**config.mk**
```make
export PLATFORM = sky130hd
export DESIGN_NAME = lmsm_sequencer
export DESIGN_NICKNAME = d
export VERILOG_FILES = /design/src/rtl/lmsm_sequencer.sv
export SDC_FILE = /design/constraint.sdc
export NUM_CORES = 1
export LEC_CHECK = 0
export ABC_AREA = 1
export CAP_MARGIN = 5
export CORE_ASPECT_RATIO = 0.8
export CORE_MARGIN = 1.5
export CORE_UTILIZATION = 30
export DETAILED_ROUTE_END_ITERATION = 10
export PLACE_DENSITY = 0.6
export SLEW_MARGIN = 40
export SYNTH_ARGS = -nofsm -noshare
export SYNTH_HDL_FRONTEND = slang
export SYNTH_SLANG_ARGS = --single-unit
```
**constraint.sdc**
```tcl
create_clock -name i_clk -period 2 [get_ports i_clk]
set_input_delay 0.3 -clock i_clk [delete_from_list [all_inputs] [get_ports i_clk]]
set_output_delay 0.3 -clock i_clk [all_outputs]
set_load 0.1 [all_outputs]
```
**src/rtl/lmsm_sequencer.sv**
```systemverilog
// -----------------------------------------------------------------------------
// lmsm_sequencer
//   Walks the register list of an LM/SM instruction and issues one register
//   transfer per cycle, lowest register index first, at consecutive memory
//   addresses. While transfers are outstanding the front end is held via
//   o_busy. A one-cycle o_done pulse closes every accepted operation,
//   including an empty list.
//
//   All outputs are registered. They are loaded from the next-state values,
//   so a start sampled at the end of cycle 0 shows its first transfer during
//   cycle 1.
//
// Optional feature (compile-time macro LMSM_R7_MASK_EN):
//   When defined, bit 7 of the list (R7 = PC) is stripped at latch time and
//   o_r7_dropped reports whether it was set. When undefined, R7 is an
//   ordinary register and o_r7_dropped stays 0.
//
// Ports
//   i_clk          rising-edge clock
//   i_rst          synchronous active-high reset; aborts an operation at once
//   i_start        operation accepted from decode (sampled only when idle)
//   i_is_lm        1 = LM (mem -> reg), 0 = SM (reg -> mem); latched at start
//   i_reg_list     bit i set = transfer Ri; latched at start
//   i_base_addr    first memory address; latched at start
//   i_stall        downstream hold; the current transfer is not consumed
//   o_busy         sequencer owns the regfile/memory ports
//   o_xfer_valid   o_reg_addr/o_mem_addr describe a live transfer
//   o_reg_addr     register index of the current transfer
//   o_mem_addr     memory address of the current transfer
//   o_reg_we       regfile write enable (LM transfers)
//   o_mem_we       memory write enable (SM transfers)
//   o_done         one-cycle completion pulse
//   o_r7_dropped   R7 was masked out of the current/last operation
// -----------------------------------------------------------------------------
module lmsm_sequencer #(
  parameter int ADDR_W    = 16,
  parameter int NREGS     = 8,
  parameter int ADDR_STEP = 1
) (
  input  logic              i_clk,
  input  logic              i_rst,
  input  logic              i_start,
  input  logic              i_is_lm,
  input  logic [NREGS-1:0]  i_reg_list,
  input  logic [ADDR_W-1:0] i_base_addr,
  input  logic              i_stall,
  output logic              o_busy,
  output logic              o_xfer_valid,
  output logic [2:0]        o_reg_addr,
  output logic [ADDR_W-1:0] o_mem_addr,
  output logic              o_reg_we,
  output logic              o_mem_we,
  output logic              o_done,
  output logic              o_r7_dropped
);

  typedef enum logic [1:0] {
    ST_IDLE  = 2'd0,
    ST_ISSUE = 2'd1,
    ST_DONE  = 2'd2
  } state_t;

  state_t            r_state, w_state_nxt;
  logic [NREGS-1:0]  r_pending, w_pending_nxt;
  logic [ADDR_W-1:0] r_ptr, w_ptr_nxt;
  logic              r_op, w_op_nxt;
  logic              r_r7, w_r7_nxt;
  logic [NREGS-1:0]  w_latch_list;
  logic              w_r7_hit;
  logic              w_issue_nxt;

  // Priority encoder: index of the lowest set bit (0 when the mask is empty).
  function automatic logic [2:0] lowest_idx(input logic [NREGS-1:0] mask);
    lowest_idx = 3'd0;
    for (int i = NREGS - 1; i >= 0; i--) begin
      if (mask[i]) begin
        lowest_idx = i[2:0];
      end
    end
  endfunction

`ifdef LMSM_R7_MASK_EN
  localparam logic [NREGS-1:0] R7_BIT = NREGS'(1) << 7;
  assign w_latch_list = i_reg_list & ~R7_BIT;
  assign w_r7_hit     = i_reg_list[7];
`else
  assign w_latch_list = i_reg_list;
  assign w_r7_hit     = 1'b0;
`endif

  // Next-state logic: latch on start, consume one list bit per unstalled cycle.
  always_comb begin
    w_state_nxt   = r_state;
    w_pending_nxt = r_pending;
    w_ptr_nxt     = r_ptr;
    w_op_nxt      = r_op;
    w_r7_nxt      = r_r7;
    case (r_state)
      ST_IDLE: begin
        if (i_start) begin
          w_pending_nxt = w_latch_list;
          w_ptr_nxt     = i_base_addr;
          w_op_nxt      = i_is_lm;
          w_r7_nxt      = w_r7_hit;
          if (w_latch_list == '0) begin
            w_state_nxt = ST_DONE;
          end else begin
            w_state_nxt = ST_ISSUE;
          end
        end else begin
          w_state_nxt = ST_IDLE;
        end
      end
      ST_ISSUE: begin
        if (!i_stall) begin
          // m & (m-1) clears exactly the lowest set bit
          w_pending_nxt = r_pending & (r_pending - NREGS'(1));
          w_ptr_nxt     = r_ptr + ADDR_W'(ADDR_STEP);
          if ((r_pending & (r_pending - NREGS'(1))) == '0) begin
            w_state_nxt = ST_DONE;
          end else begin
            w_state_nxt = ST_ISSUE;
          end
        end else begin
          w_state_nxt = ST_ISSUE;
        end
      end
      ST_DONE: begin
        w_state_nxt = ST_IDLE;
      end
      default: begin
        w_state_nxt = ST_IDLE;
      end
    endcase
  end

  assign w_issue_nxt = (w_state_nxt == ST_ISSUE);

  // Sequencer state registers.
  always_ff @(posedge i_clk) begin
    if (i_rst) begin
      r_state   <= ST_IDLE;
      r_pending <= '0;
      r_ptr     <= '0;
      r_op      <= 1'b0;
      r_r7      <= 1'b0;
    end else begin
      r_state   <= w_state_nxt;
      r_pending <= w_pending_nxt;
      r_ptr     <= w_ptr_nxt;
      r_op      <= w_op_nxt;
      r_r7      <= w_r7_nxt;
    end
  end

  // Output registers, loaded from next-state so they line up with r_state.
  always_ff @(posedge i_clk) begin
    if (i_rst) begin
      o_busy       <= 1'b0;
      o_xfer_valid <= 1'b0;
      o_reg_addr   <= 3'd0;
      o_mem_addr   <= '0;
      o_reg_we     <= 1'b0;
      o_mem_we     <= 1'b0;
      o_done       <= 1'b0;
      o_r7_dropped <= 1'b0;
    end else begin
      o_busy       <= w_issue_nxt;
      o_xfer_valid <= w_issue_nxt;
      o_reg_addr   <= w_issue_nxt ? lowest_idx(w_pending_nxt) : 3'd0;
      o_mem_addr   <= w_issue_nxt ? w_ptr_nxt : '0;
      o_reg_we     <= w_issue_nxt & w_op_nxt;
      o_mem_we     <= w_issue_nxt & ~w_op_nxt;
      o_done       <= (w_state_nxt == ST_DONE);
      o_r7_dropped <= w_r7_nxt;
    end
  end

endmodule

```
---- After elaboration in Yosys (flattened, before gate mapping) ----
Index checks and enable logic that the tools add are counted.
storage, ports and cells
  register bits after elaboration ......... 50
  bits in latches ......................... 0
  memory bits (writable) .................. 0
  bits in read-only memories .............. 0
  word-level logic and storage cells ...... 49
  memories ................................ 0
operators by class
  add/sub/neg operators ................... 2
  $mul .................................... 0
  div/mod/pow operators ................... 0
  order comparisons ....................... 0
  equal/unequal tests ..................... 3
  shifts and indexed selects .............. 0
  muxes and demuxes ....................... 20
  bitwise operators ....................... 5
  reduce and logical (&&, ||, !) cells .... 7
operators by type and width
  operator                                                               count
  16-bit 2-to-1 mux                                                      2
  16-bit case mux with 2 select lines                                    1
  16-bit by 1-bit adder with 16-bit output, second input constant        1
  8-bit zero test                                                        2
  8-bit 2-to-1 mux                                                       2
  8-bit case mux with 2 select lines                                     1
  2-bit 2-to-1 mux                                                       6
  3-bit 2-to-1 mux                                                       4
  8-bit bitwise AND                                                      1
  8-bit by 1-bit subtractor with 8-bit output, second input constant     1
  6-bit OR reduction                                                     1
  2-bit by 1-bit equality test with 1-bit output, second input constant  2
  2-bit case mux with 2 select lines                                     1
  4-bit OR reduction                                                     1
  1-bit 2-to-1 mux                                                       3
  3-bit OR reduction                                                     1
  1-bit bitwise AND                                                      2
  2-bit equality test, second input constant                             1
  2-bit zero test                                                        1
  1-bit NOT                                                              2
  2-bit OR reduction                                                     1

---- Longest topological paths before layout ----
Gate-level depths: netlist of run 1.
  depth in word-level cells ............... 11
  depth in mapped cells ................... 12
  mapped depth without buffers ............ 12

---- Least setup slack after synthesis of run 1 ----
No wires, ideal clock.
  kind .................................... register -> output
  from .................................... register o_xfer_valid
  to ...................................... output port o_xfer_valid
  arrival time ............................ 1.356 ns
  required time ........................... 1.700 ns
  slack ................................... 0.344 ns
  cell stages (with the launch flop) ...... 2
  cell sequence ........................... dfxtp_1 > buf_4
RTL lines
  what                    RTL line  RTL
  start, declared         48        output logic o_xfer_valid,
  start signal, assigned  169       o_xfer_valid <= w_issue_nxt;
No word-level cell between the ends.

---- Final worst setup path of run 1 ----
  from .................................... register r_state[0]
  to ...................................... register o_reg_addr[0]
between the ends
  longest elaborated chain between the ends .. 9
  elaborated cells on any way between the ends .. 14
ends and longest elaborated chain
  what                                                                               RTL line  RTL
  start, declared                                                                    63        state_t r_state, w_state_nxt;
  start signal, assigned                                                             148       r_state <= w_state_nxt;
  2-bit by 1-bit equality test with 1-bit output or 2-bit zero test (tied branches)  98        case (r_state)
  8-bit case mux with 2 select lines                                                 98
  3-bit 2-to-1 mux (4 in series)                                                     76        if (mask[i]) begin
  2-bit 2-to-1 mux (2 in series)                                                     76
  1-bit 2-to-1 mux                                                                   76
  end signal, assigned                                                               170       o_reg_addr <= w_issue_nxt ? lowest_idx(w_pending_nxt) : 3'd0;
  end, declared                                                                      49        output logic [2:0] o_reg_addr,
Several ways; a longest one is shown, not always the timed one.
A chain may end at the register's enable or synchronous reset.

==> results of run 1 <==
[metrics by stage]
step	setup slack [ns]	total power, mW	utilization [%]	hold slack (ns)	std cells
after detailed placement	-0.0527	1.99	40.4	0.598	501
after global routing	0.0137	2.82	41.8	0.636	509
final	0.189	2.67	41.8	0.613	509
after global placement	-0.0251	1.98	40.4	0.568	501
after floorplan	0.344	1.72	-	0.470	336
after CTS	0.204	2.69	41.8	0.609	509
[final timing paths]
| check | start | end | slack [ns] | cells past startpoint |
|---|---|---|---|---|
| worst min-delay path | r_ptr[14] | r_ptr[14] | 0.61 | 2 |
| worst max register to register | r_state[0] | o_reg_addr[0] | 0.19 | 12 |
| worst min register to register | r_ptr[14] | r_ptr[14] | 0.61 | 2 |
| worst max-delay path | r_state[0] | o_reg_addr[0] | 0.19 | 12 |
[cell usage in the layout (no fill, tap or decap), types with 2 or more instances in the layout]
cell type / count
nor2_1: 59
o21bai_1: 2
o211ai_1: 2
clkbuf_1: 2
inv_2: 2
nand2_2: 3
nor4_1: 2
nor3_1: 6
dfxtp_1: 50
nand2_1: 61
o21ai_1: 5
nand4_1: 2
buf_4: 41
o21ai_0: 20
nand3_1: 13
clkbuf_8: 5
a21oi_1: 19
nor2_4: 2
xor2_1: 4
inv_1: 44
clkdlybuf4s50_1: 28
a22oi_1: 10
[cells by family (layout without fill, tap and decap cells)]
kind of cell	after synthesis	count (layout)	share of synthesized area, %
fa+ha+maj	1	1	0.529
simple gates	152	152	27.0
xor+xnor	4	4	1.48
flops	50	50	42.3
buf+inv	58	126	10.3
other cells	1	1	0.158
compound gates	70	70	18.2
[synthesized netlist by cell type, drive strengths merged, types with 2 or more instances]
| master | instances |
|---|---|
| inv | 47 |
| nand2 | 64 |
| nand4 | 2 |
| nor2 | 62 |
| a22oi | 10 |
| nor4 | 2 |
| nand3 | 13 |
| clkbuf | 2 |
| a21oi | 20 |
| dfxtp | 50 |
| o21bai | 2 |
| o21ai | 26 |
| xor2 | 4 |
| buf | 8 |
| o22ai | 2 |
| o211ai | 2 |
| nor3 | 6 |
| o31ai | 2 |
[power groups by stage]
stage | sequential (mW) | combinational [mW] | clock, mW
floorplan | 1.37 | 0.355 | 0
global placement | 1.16 | 0.827 | 0
detailed placement | 1.16 | 0.831 | 0
CTS | 1.13 | 0.832 | 0.726
global route | 1.15 | 0.900 | 0.776
finish | 1.14 | 0.833 | 0.699
[sequential cells by signal, summed over array words and instances, names as in the netlist]
signal        cells
o_reg_addr        3
r_state           2
o_done            1
r_pending         8
o_xfer_valid      1
o_reg_we          1
o_mem_we          1
r_op              1
r_ptr            16
o_mem_addr       16
[layout make-up]
cell class                      instances  area share [%]
Inverter                               48            5.80
Timing Repair Buffer                   70            19.3
Sequential cell                        50            31.8
Clock inverter                          1           0.953
Multi-Input combinational cell        228            35.6
Clock buffer                            7            2.42
Tap cell                              105            4.17
[critical path, stage by stage (launching register included)]
cell      delay, ns
dfxtp_1        0.50
inv_2          0.08
nor2_4         0.27
nand2_2        0.12
clkinv_1       0.09
nand2_1        0.07
nand2_1        0.12
nand3_1        0.08
nand2_1        0.06
nand2_1        0.10
nand2_1        0.09
nand2_1        0.06
a21oi_2        0.12
[metal layers]
| metal | vias up | routed length [um] |
|---|---|---|
| li1 | 1218 | - |
| met1 | 1028 | 3500 |
| met2 | 87 | 2530 |
| met3 | 6 | 448 |
| met4 | 0 | 46 |
| met5 | - | 0 |
==> results.txt, run 1 <==
- After clock tree synthesis, the clock-pin slew on the worst setup and hold paths is about 0.090 ns.
- Number of buffers inserted by hold repair at cts: 0
- The clock network is responsible for 26.2% of the overall power.
* Initial Util: 31.4%
- Dividing the synthesized area by the synthesized cell count gives 7.04 sq um.
- In this run, the number of DRC markers left after iteration 0 of detailed routing was 176.
* Tot GR Track Use: between 10% and 20%
* Via/cell ratio: 4.60
- Max-capacitance violation count: 0
* Power Dens Cells: 847 nW/um^2
- Sequential cell area in the final layout: 1000 sq um
- Die width: 102 um
- Wire length reported by the detailed router: 6530 um
* Clock period minus final worst setup slack: 1.81 ns
* Most frequently used flop master after synthesis: dfxtp_1
- Counting flops and latches in the post-synthesis netlist gives 50.
- Maximum achievable frequency: 552 MHz
* Iteration count of the initial detailed-routing pass: 4
* Number of port buffers: 52
* Kind of end point of the critical path: flop
- GP Congestion: 0.931
- The repair_antennas step left the layout with diodes totalling 0.
- Of the available clock period, the critical path in the final layout requires 90.6%.
* Net switching power figure: 952 uW
* Type of the tightest min-delay check: reg -> reg
- Summing every instance area after synthesis gives 2370 sq um.
- After filler insertion, the fill cell instance count of the layout stands at 820.
- Total number of placement rows: 28
- Maximum number of buffers from clock root to sink: 2
- When the netlist entered floorplanning its net count stood at 366.
- Top-level port count: 54
* Standard cell area after detailed placement: between 3000 and 4000 sq um
- Die area: 8430 sq um
- Area occupied by multi-input gates: about 1100 sq um
* Leakage power of the design: 1.42 nW
- Nets: about 430
* Async SR Flop Fraction: 0%
* Deepest level of the CTS H-tree: 2
- At the later pin of the worst-skew pair, clock insertion delay measures 0.30 ns.
- DR WL/cell: 12.8 um
- Data on the critical path arrives at its endpoint at 2.05 ns.
* Post-CTS Setup Bufs: 0
- Area Growth Syn to Fin: 33.2%
* Number of antenna violations at the first check in global routing: 0
- Number of gates resized after cts: 0
* Detailed-placement wirelength estimate: 5000 um
- VDD sags by at most roughly 0.36 mV.
- The internal portion of the total power is 1.72 mW.
- Of all nets on the critical path, the largest fanout is 10.
- Worst Setup Start Kind: flop
* Gr busiest metal: met1
* Comb pwr share: 31.2%
- Met1 routing resource usage after global routing: around a quarter
- Number of vias after detailed routing: between 2k and 2.5k
* Synth area leaders: dfxtp_1 (42%), nand2_1 (9.7%), nor2_1 (9.4%)
* Number of buffers added by the clock tree synthesis step: 5
- TritonCTS built the clock tree.
- Required time at the worst-slack endpoint: 2.23 ns
- The final count of hold timing violations came to 0.
* Total global routing overflow: 0
- For met2 alone, demand over resource in global routing was 22.6%.
* Placeable core area: 7530 sq um
* Accumulated negative setup slack: 0 ns
- Gate count after technology mapping: 336
- The max-slew violation count is 0.
- Distinct cells, synth: 43
* Residual DRC count: 0
* First-pass GRT wire length: 10400 um
- Root buffer cell: clkbuf_8
- Area share of the leading cell type in the synthesized netlist: 42.3%
- Of the synthesized area, sequential elements account for 42.3%.
- The run finished with clean final reports.
- Setup Crit Path Kind: reg -> reg
* Maximum number of pins on one net before global-route repair: 25
- Net switching is between 30% and 40% of the power.
- Design area: 3150 sq um
- In this run the remaining antenna-violating nets after routing total 0.
- Number of warnings printed during yosys synthesis: 0
* Met3 track utilization from global routing: 3.70%
* Die Y: 82.4 um
* Part of the power in registers: 42.6%
- Clock tree sinks: 50
* Clock skew after layout: 0.00735 ns
- Setup repair after global routing left no endpoint under its margin.
* Layout cells sized above 1: approximately 16%
* Number of synthesized flops with an enable pin: 0
- Cell taking the most area after synthesis: dfxtp_1
- The via count of the first global-routing pass was between 2k and 2.5k.
* Setup violations, final: 0
Note: power is estimated with default switching activity, not from simulation.
==> inputs of run 2 (changes only) <==
Settings changed: CORE_UTILIZATION 30 to 31, GPL_TIMING_DRIVEN set to 0, PLACE_DENSITY 0.6 to 0.62.
==> results.txt, run 2 (synthesized netlist as in run 1, its figures left out) <==
- The flow ran to the end, and the final reports show no timing, DRC or antenna violations.
- Maximum fanout along the worst path: 8
- Measured against its own limit, the worst slew margin works out to about 61%.
- Entering global routing, the biggest net connects 15 pins.
- The most critical setup path has its endpoint at o_mem_addr[8].
* Top-level port count: 54
* Setup violations, final: 0
- Diodes inserted: 0
* Worst setup timing slack at the placement stage: -0.339 ns
- Number of buffers inserted by hold repair at cts: 0
- The via count of the first global-routing pass was between 2k and 2.5k.
- Detailed-placement wirelength estimate: 4820 um
* Maximum achievable frequency: 552 MHz
* Register-to-register setup slack: around 0.22 ns
- At the later pin of the worst-skew pair, clock insertion delay measures 0.30 ns.
- The critical path runs through a total of 9 cells.
- Design area: 2980 sq um
- For this run, design rule violations remaining after detail routing come to 0.
- The max-slew violation count is 0.
- Buffers placed on the I/O ports in this run total 50.
- For this design, the slowest cell found on the critical path is clkdlybuf4s50_1.
* Comb pwr share: between 30% and 40%
* CTS tree: built
- The die covers 8170 sq um.
- Setup Crit Path Kind: in -> reg
* Proportion of total power due to net switching: a little under two fifths
- Wires add up to between 6000 and 7000 um.
- Biggest regs: o_mem_addr (16), r_ptr (16), r_pending (8)
- Global routing used 16.8% of the available tracks.
* Layout cells sized above 1: 14.0%
- GP Congestion: ~0.86
- Part of the power in registers: roughly 45%
- Period utilization: 90.5%
- Dividing the detail-routed wire length by the instance count gives ~13 um.
- Once placement finished, the instance area stood at approximately 2900 sq um.
- Critical R2R Launch: r_pending[1]
* Worst Max-Slew Pin Slew: 0.581 ns
- In this run the static leakage power is 1.36 nW.
- Commonest non-fill, non-tap cell in the layout: nand2_1
- CTS built an H-tree with a depth of 2.
- In the routed layout, each cell is associated on average with a via count of 4.59.
- CP max stage delay: just over 0.5 ns
- R2R Path End: o_reg_we
* Clock period minus final worst setup slack: between 1.5 and 2 ns
- Antenna-violating nets left: 0
- From synthesis to final layout, the design area changed by 25.9%.
* Total global routing overflow: 0
- Worst Setup SP: i_stall
- Number of hold-slack violations in the final timing report: 0
- Internal Power: 1.56 mW
- Unrepaired setup endpoints after global routing: no
* Initial Util: 32.0%
- Measured along the x axis, the die boundary spans just over 100 um.
- The first global-routing pass estimated between 10000 and 15000 um of wire.
- Maximum number of buffers from clock root to sink: 2
- The clock network is responsible for 24.2% of the overall power.
- Number of vias after detailed routing: 2289
- In this run, the number of DRC markers left after iteration 0 of detailed routing was 126.
- The number of cells on the worst reg-to-reg path is 9.
- Clock tree sinks: 50
- Counting both buffers and inverters, the worst setup path holds a total of 2.
- Total number of placement rows: 28
* Commonest cells after routing, fill and taps aside: nand2_1 (61), nor2_1 (59), dfxtp_1 (50), inv_1 (43), buf_2 (27)
- Buffers inserted during clock tree synthesis total 5.
- Power spread over the standard cell area amounts to 842 nW/um^2.
- Clock skew after layout: 0.00740 ns
- Ordered list of cells on the worst path: clkdlybuf4s50_1, inv_2, nand3_1, nor3_2, nand2_1, nor3_1, nor2_1, o21ai_0, a21oi_1
* Net switching power figure: 943 uW
* Number of antenna violations at the first check in global routing: 0
- Category of cells accounting for the largest share of critical-path delay: simple AND/OR/NAND/NOR gates
- Clock transition at the registers of the reported paths: 0.09 ns
- Across the run, the number of max-cap violations was 0.
* Post-CTS Setup Bufs: 0
- CP Data Arrival Time: 1.99 ns
- The worst-case IR drop observed on VDD is approximately 0.36 mV.
- The worst setup path is launched from a primary input.
* Nets: 423
* Final worst slack: 0.189 ns
- At the worst endpoint, the required time is 2.18 ns.
- In this run the standard cell core region covers 7390 sq um.
- Kind of end point of the critical path: flop
* Type of the tightest min-delay check: in -> reg
* Root buffer cell: clkbuf_8
- From bottom edge to top edge, the die measures 81.1 um.
- The first TritonRoute pass finished after 5 iterations.
run 2: cell type report:
cell class | count | area (sq um)
fillers | 789 | 4410
plain buffers | 10 | 60.1
clock inverters | 1 | 5.00
multi-input cells | 228 | 1130
well taps | 105 | 131
repair buffers | 50 | 380
flip-flops and latches | 50 | 1000
clock buffers | 7 | 86.3
inverters | 48 | 183
run 2: how the worst min path moves through the flow:
| stage | start | slack, ns | to | depth (start not counted) |
|---|---|---|---|---|
| 2_1_floorplan | i_base_addr[8] | 0.47 | o_mem_addr[8] | 2 |
| 3_3_place_gp | r_ptr[14] | 0.57 | r_ptr[14] | 2 |
| 3_5_place_dp | r_ptr[14] | 0.59 | o_mem_addr[14] | 2 |
| 4_1_cts | i_rst | 0.31 | r_ptr[8] | 2 |
| 5_1_grt | i_rst | 0.34 | o_done | 2 |
| 6_report | i_rst | 0.32 | r_ptr[8] | 2 |
run 2: per-layer routing:
layer	track usage, %	vias to the layer above	wire length [um]
li1	-	1202	-
met1	24.7	1017	3440
met2	25.2	65	2540
met3	2.50	5	302
met4	5.07	0	60
met5	0	-	0
run 2: metrics by stage:
step	instances	power [mW]	hold WS (ns)	utilization, %	setup TNS (ns)
final	499	2.51	0.317	40.3	0
after global routing	499	2.65	0.341	40.3	0
after CTS	499	2.53	0.310	40.2	0
after detailed placement	491	1.92	0.595	38.9	-4.24
after global placement	491	1.95	0.573	40.6	-3.23
after floorplan	336	1.72	0.470	-	0
run 2: power groups by stage:
stage	clock network, mW	logic (mW)	registers (mW)
final	0.606	0.770	1.13
after floorplan	0	0.355	1.37
after global routing	0.667	0.846	1.14
after CTS	0.631	0.770	1.13
after detailed placement	0	0.767	1.15
after global placement	0	0.796	1.15
run 2: repair_timing:
action	CTS	global route
resized for setup	1	2
endpoints found under the hold margin	0	0
setup endpoints to repair	2	12
==> inputs of run 3 (changes only) <==
Settings changed: CORE_ASPECT_RATIO 0.8 to unset.
==> results.txt, run 3 (synthesized netlist as in run 1, its figures left out) <==
- Status: finished, final reports clean
- Adding up every negative setup slack in the final design gives 0 ns.
- Clock skew after layout: 0.0114 ns
* Maximum number of pins on one net before global-route repair: 17
* Commonest non-fill, non-tap cell in the layout: nand2_1
- Placeable core area: roughly 7300 sq um
- CP max stage delay: slightly above 0.5 ns
- Die area: 8170 sq um
* Unrepaired setup endpoints after global routing: no
* Number of port buffers: 50
- For the worst setup path, the data required time is 2.19 ns.
- Clock latency reported for the late side of the worst-skew pair: 0.31 ns
- Max-capacitance violation count: 0
- Power Dens Cells: approximately 850 nW/um^2
- Top-level port count: 54
- Via count of the first global-routing pass: 2125
- The net count of the finished layout is 423.
- Summed over all nets, the half-perimeter wirelength after detailed placement is 4650 um.
- The worst setup path is of the in -> reg kind.
- Post-CTS Setup Bufs: 0
- Of all nets on the critical path, the largest fanout is 10.
* Maximum number of buffers from clock root to sink: 2
- After layout, the worst path uses 90.2% of the clock period.
- Worst voltage drop across the vdd grid: about 0.34 mV
* Iteration count of the initial detailed-routing pass: 4
* Number of hold-slack violations in the final timing report: 0
- Worst Max-Slew Pin Slew: ~0.6 ns
* Die Y: between 90 and 100 um
- The congestion estimate from routability-driven global placement came to 0.914.
- Grouping stages by cell kind, the critical path spends the most delay in buffers and inverters.
- Number of vias after detailed routing: 2243
- TritonCTS built the clock tree.
* Initial Util: 32.3%
- Clock period minus final worst setup slack: 1.80 ns
- Number of antenna violations at the first check in global routing: 0
- The repair_antennas step left the layout with diodes totalling 0.
- Clock tree sinks: 50
- Commonest cells after routing, fill and taps aside: nand2_1 (61), nor2_1 (59), dfxtp_1 (50), inv_1 (43), buf_2 (27)
- The total overflow left after global routing is 0.
- Final-report max-slew violation count: 0
* Worst Setup SP: i_stall
- Deepest level of the CTS H-tree: 2
- Root buffer cell: clkbuf_8
- For this block, the initial DRC count from the detailed router was 135.
* Clock transition at the registers of the reported paths: 0.09 ns
- In the global route stage, overall resource usage came out at between 15 and 20%.
- The worst register-to-register path begins at r_pending[1].
* Kind of end point of the critical path: flop
- Cells with a size suffix above 1 make up 14.2% of the layout.
- For the worst setup path, the data arrival time is 1.99 ns.
* Biggest regs: o_mem_addr (16), r_ptr (16), r_pending (8)
- Antenna-violating nets left: 0
* Worst Setup Start Kind: primary input
- In this run the most critical hold path is launched from i_rst.
- Counting both buffers and inverters, the worst setup path holds a total of 3.
- The design draws approximately 2.5 mW.
* Max transition margin: 59.6%
- Number of buffers added by the clock tree synthesis step: 5
- Wire length reported by the detailed router: 6150 um
- Counting stages on the worst path, the most repeated cell is nand2_1.
* First-pass GRT wire length: 10300 um
- The analysis attributes to cell leakage a power of 1.36 nW.
- Total number of placement rows: 31
* Setup violations, final: 0
- Dividing the detail-routed wire length by the instance count gives 12.5 um.
* Area Growth Syn to Fin: 26.0%
* Maximum achievable frequency: 554 MHz
- Worst hold slack across all endpoints: 0.310 ns
- Traced cell by cell, the critical path runs through clkdlybuf4s50_1, inv_2, nand2_1, a21oi_1, nand3_1, o21ai_1, nand2_1, nand2_4, buf_6, nor2_1.
- The floorplan step set the die width to 90.4 um.
- Residual DRC count: 0
- Dividing the detail-routed via count by the number of cells gives 4.55.
* Type of the tightest min-delay check: in -> reg
- Master of the slowest instance on the critical path: clkdlybuf4s50_1
## run 3: cell types whose count changed in the layout (fill, tap and decap cells not counted)
| cell | previous run | this run |
|---|---|---|
| clkinv_2 | 1 | 0 |
| clkinv_4 | 0 | 2 |
| clkbuf_1 | 3 | 2 |
## run 3: repair_timing
| item | in CTS | in global routing |
|---|---|---|
| endpoints found under the setup margin | 0 | 12 |
| endpoints found under the hold margin | 0 | 0 |
| hold buffers | 0 | 0 |
| gates resized for setup | 0 | 3 |
## run 3: worst paths after layout
check | end | slack, ns | cells after the start
worst max-delay path | o_reg_we | 0.20 | 10
worst max register to register | o_reg_we | 0.21 | 9
worst min register to register | r_ptr[13] | 0.61 | 3
worst min-delay path | r_ptr[3] | 0.31 | 2
## run 3: area by class of cell
type / instances / area [sq um]
Multi-Input combinational cell: 228 / 1130
Sequential cell: 50 / 1000
Clock buffer: 6 / 82.6
Tap cell: 99 / 124
Buffer: 10 / 60.1
Fill cell: 780 / 4350
Clock inverter: 2 / 17.5
Timing Repair Buffer: 50 / 380
Inverter: 48 / 183
## run 3: where the power goes
part	total [mW]	switching [mW]	internal, mW
clock network	0.633	0.348	0.285
logic	0.769	0.557	0.212
registers	1.13	0.0573	1.07
## run 3: through the flow
stage / cell area [sq um] / utilization [%] / std cells / setup slack [ns]
floorplan: 2370 / - / 336 / 0.344
global placement: 2990 / 40.8 / 485 / -0.280
detailed placement: 2870 / 39.2 / 485 / -0.272
CTS: 2970 / 40.5 / 493 / 0.0634
global route: 2980 / 40.7 / 493 / 0.0124
finish: 2980 / 40.7 / 493 / 0.196
## run 3: metal layers
metal	global-route usage [%]	vias up	wire length, um
li1	-	1200	-
met1	22.1	965	3120
met2	24.2	71	2620
met3	3.11	7	329
met4	5.56	0	82
met5	0	-	0
==> edit 1: new RTL, config.mk and constraints of run 1 <==
`ADDR_W`: 16 -> 17.
--- a/src/rtl/lmsm_sequencer.sv
+++ b/src/rtl/lmsm_sequencer.sv
@@ -34,5 +34,5 @@
 // -----------------------------------------------------------------------------
 module lmsm_sequencer #(
-  parameter int ADDR_W    = 16,
+  parameter int ADDR_W    = 17,
   parameter int NREGS     = 8,
   parameter int ADDR_STEP = 1
Interface: changed (resized i_base_addr and o_mem_addr); port bits go from 54 to 56. The function was not compared with the original's and may differ.
==> edit 1 against run 1 <==
  * Routed wire length grew 8.5%
  * Sequential cell count is 2 higher
  * Cell area is 4.8% higher
  * Critical path type unchanged
  * Power increased by 0.30%
  * Fmax grew 1.5%
  * Combinational power increased by 2%
  * Highest routed layer unchanged
  * Area after synthesis rose by 9.2%
  * Setup slack improved by 27 ps
==> edit 1: results (changes against run 1) <==
Status - finished clean
Port Buf Inserts - 54 (+3.8%)
Share of cells above drive strength 1 - 17.8% (+2.2 points)
Clock buffer depth - 2 (unchanged)
Mapped Nets - 398 (+8.7%)
Clock skew - 9.12 ps (+1.77 ps)
Gpl congestion - 0.862 (-7.3%)
Max FO, Critical Path - 16 (+6)
Clk root buf - clkbuf_8
Post-synth top cells - 74 x nand2_1, 62 x nor2_1, 52 x dfxtp_1, 39 x inv_1, 21 x nand3_1
HPWL Detailed - 5280 um (+5.7%)
Crit path max-delay family - simple AND/OR/NAND/NOR gates
Sequential share of the synthesized area - 40.3% (-2.0 points)
Hold Path Class - reg -> reg
Reg-to-reg slack, setup - 220 ps (+30 ps)
1st-iter DRT viols - 197 (+12%)
Leakage - 1.52 nW (+6.9%)
Cts bufs inserted - 5 (unchanged)
Final nets - 458 (+5.8%)
Drt total wl - 7080 um (+8.5%)
Biggest regs - o_mem_addr x17, r_ptr x17, r_pending x8
Vias in the first global route - 2,287 (+12%)
Reg clk slew, reported paths - 90 ps (about the same)
Top cells by area, synth - dfxtp_1 40%, nand2_1 11%, nor2_1 9.0%
First-pass GRT wire length - 11,400 um (+9.6%)
Slowest CP cell - dfxtp_1
Routed vias - 2,492 (+6.5%)
Largest net degree at the start of global routing - 25 (unchanged)
1st-pass router iterations - 4 (unchanged)
Synth Flop Type - dfxtp_1
Peak VDD IR - 0.000435 V (+21%)
Fill count - 912 (+11%)
YS warnings - 0 (unchanged)
Max H-tree Level - 2 (unchanged)
Ant diodes - 0 (unchanged)
Clock Latency Late Sink - 310 ps
Antenna violations before repair - 0 (unchanged)
Async S/R FF share, synth - 0% (unchanged)
Synth cell types - 40 (-7.0%)
Global-route usage over all layers - 15.9% (-0.36 points)
Crit path DAT - 2030 ps (-20 ps)
Slowest cell delay on critical path - 430 ps (-70 ps)
[edit 1: cell type report]
type / instances / share of cell area [%]
multi-input combinational: 254 / 38.7
sequential: 52 / 31.6
clock buffer: 7 / 2.92
inverter: 49 / 5.57
timing repair buffer: 65 / 17.0
tap: 112 / 4.24
[edit 1: stage by stage]
step	hold slack (ps)	total power [W]	instances	cell area [um2]	worst slack (ps)
5_1_grt	629	0.00282	539	3300	29.5
6_report	585	0.00268	539	3300	216
3_5_place_dp	566	0.00204	532	3200	8.36
2_1_floorplan	483	0.00181	367	2580	344
4_1_cts	590	0.00270	539	3300	213
3_3_place_gp	557	0.00204	532	3200	16.4
[edit 1: repair_timing]
action                     4_1_cts  5_1_grt
buffers inserted                 0        0
setup endpoints to repair        0        2
resized for setup                0        1
hold buffers                     0        0
[edit 1: power breakdown]
part | internal [W] | leakage [nW] | switching, W | total (W)
sequential | 0.00112 | 0.426 | 0.0000576 | 0.00117
clock | 0.000309 | 0.0503 | 0.000346 | 0.000655
combinational | 0.000253 | 1.04 | 0.000595 | 0.000848
total | 0.00168 | 1.52 | 0.000999 | 0.00268
[edit 1: kinds of logic (layout without fill, tap and decap cells)]
family / count (synthesis) / after routing / synth area share [%]
AO/OA/AOI/OAI: 70 / 70 / 17.2
adder cells (fa/ha/maj): 1 / 1 / 0.484
buffers and inverters: 61 / 121 / 10.2
flip-flops: 52 / 52 / 40.3
other: 1 / 1 / 0.145
AND/OR/NAND/NOR: 182 / 182 / 31.6
[edit 1: worst min-delay path: cells and delay by family (launching register included)]
kind	cells	cell delay, ps
simple gates	2	160
flops	1	310
compound gates	1	80
[edit 1: worst paths after layout]
| path | start | to | depth (start not counted) |
|---|---|---|---|
| max | r_state[0] | o_reg_addr[0] | 8 |
| min | r_op | r_op | 3 |
| max reg2reg | r_state[0] | o_reg_addr[0] | 8 |
| min reg2reg | r_op | r_op | 3 |
[edit 1: metal layers]
layer,share of wire (%),track usage (%)
met2,41,24.0
met5,0,0
met3,6.9,3.04
met1,51,23.0
met4,0.83,4.00
==> edit 2: new RTL, config.mk and constraints of run 1 <==
Without the edit above. Make the reset (`i_rst`) asynchronous in 2 clocked blocks. Comments in the files are not updated.
--- a/src/rtl/lmsm_sequencer.sv
+++ b/src/rtl/lmsm_sequencer.sv
@@ -138,5 +138,5 @@
 
   // Sequencer state registers.
-  always_ff @(posedge i_clk) begin
+  always_ff @(posedge i_clk or posedge i_rst) begin
     if (i_rst) begin
       r_state   <= ST_IDLE;
@@ -155,5 +155,5 @@
 
   // Output registers, loaded from next-state so they line up with r_state.
-  always_ff @(posedge i_clk) begin
+  always_ff @(posedge i_clk or posedge i_rst) begin
     if (i_rst) begin
       o_busy       <= 1'b0;
Behaviour: differs if i_rst is asserted again (counterexample within 4 cycles, from zero or initial values and one cycle with i_rst high); with i_rst held inactive, the same outputs for 10 cycles.
==> edit 2 against run 1 <==
  * Setup slack improved by 40 ps
  * Routed wire length grew 8.8%
  * Sequential cell count unchanged
  * Critical endpoint is now r_ptr[1]
  * Cell area increased by 15%
  * Area after synthesis up 16%
  * Die area rose by 16%
Power is not compared: it rests on default switching activity, and its combinational part moved more than twofold at a synthesized area within 25%.
==> edit 2: results (changes against run 1) <==
Status - finished clean
Slowest CP cell - dfrtp_1
Met2 Wirelength - 3080 um (+21%)
Post-route insts no fill - 518 (+1.8%)
Biggest regs - o_mem_addr x16, r_ptr x16, r_pending x8
Mean routed wirelength per cell - 13.7 um (+6.9%)
Vias in the first global route - 2,378 (+16%)
Largest net degree at the start of global routing - 51 (+100%)
Final nets - 432 (-0.23%)
Global-route usage over all layers - 15.9% (-0.31 points)
Max H-tree Level - 2 (unchanged)
Placed Instances - 510 (+1.8%)
Routed vias - 2,438 (+4.2%)
Crit path max-delay family - flip-flops
Ant diodes - 0 (unchanged)
1st-pass router iterations - 4 (unchanged)
Met3 WL - 303 um (-32%)
Sequential share of the synthesized area - 45.6% (+3.3 points)
Highest routed layer - met4
HPWL Detailed - 5410 um (+8.3%)
Crit path DAT - 1940 ps (-110 ps)
Max FO, Critical Path - 5 (-5)
Mapped Nets - 362 (-1.1%)
Met1 wire length - 3640 um (+4.1%)
Mapped Avg Cell Area - 8.27 um2 (+17%)
Post-synthesis adder-cell area fraction - 0.456% (-0.073 points)
Area after DPL - 0.00344 mm2 (+13%)
Gpl congestion - 0.863 (-7.3%)
Clock skew - 3.15 ps (-4.20 ps)
Mux cell area share after synthesis - 0% (unchanged)
Slowest cell delay on critical path - 450 ps (-50 ps)
Peak VDD IR - 0.00105 V
Clk root buf - clkbuf_16
Async S/R FF share, synth - 100% (+100 points)
First-pass GRT wire length - 11,700 um (+13%)
Reg clk slew, reported paths - 70 ps (-20 ps)
Post-Synth XOR/XNOR Area - 1.28% (-0.21 points)
1st-iter DRT viols - 85 (-52%)
Dpl ws - -15.3 ps (+37.4 ps)
Share of cells above drive strength 1 - 25.1% (+9.5 points)
Synth Area in Compound Gates - 14.5% (-3.8 points)
Synth cell types - 50 (+16%)
NetSw - 0.00369 W
Top cells by area, synth - dfrtp_1 46%, nand2_1 10%, inv_1 5.6%
Sequential power share - 25.4%
Synth Flop Type - dfrtp_1
Post-synth top cells - 75 x nand2_1, 50 x dfrtp_1, 41 x inv_1, 22 x a21oi_1, 19 x nand3_1
Cts bufs inserted - 5 (unchanged)
Fill count - 926 (+13%)
Hold Path Class - in -> async
edit 2: final timing paths:
check	startpoint	to	slack [ps]	depth (start not counted)
min in group i_clk	r_ptr[12]	r_ptr[12]	550	2
worst min-delay path	i_rst	o_mem_addr[0]	370	3
worst min register to register	r_ptr[12]	r_ptr[12]	550	2
worst max register to register	r_state[1]	r_ptr[1]	230	8
worst max-delay path	r_state[1]	r_ptr[1]	230	8
max in group asynchronous	i_rst	r_ptr[14]	1390	3
edit 2: area by class of cell:
cell class | instances | area, um2 | area share (%)
clock buffers | 6 | 139 | 3.82
clock inverters | 2 | 60.1 | 1.65
inverters | 47 | 181 | 4.99
multi-input cells | 226 | 1240 | 34.0
flip-flops and latches | 50 | 1250 | 34.4
well taps | 115 | 144 | 3.96
repair buffers | 72 | 623 | 17.1
edit 2: layer usage:
layer,vias to the layer above,GRT usage (%)
met4,0,4.96
met3,9,2.43
li1,1219,-
met2,52,24.1
met5,-,0
met1,1158,23.3
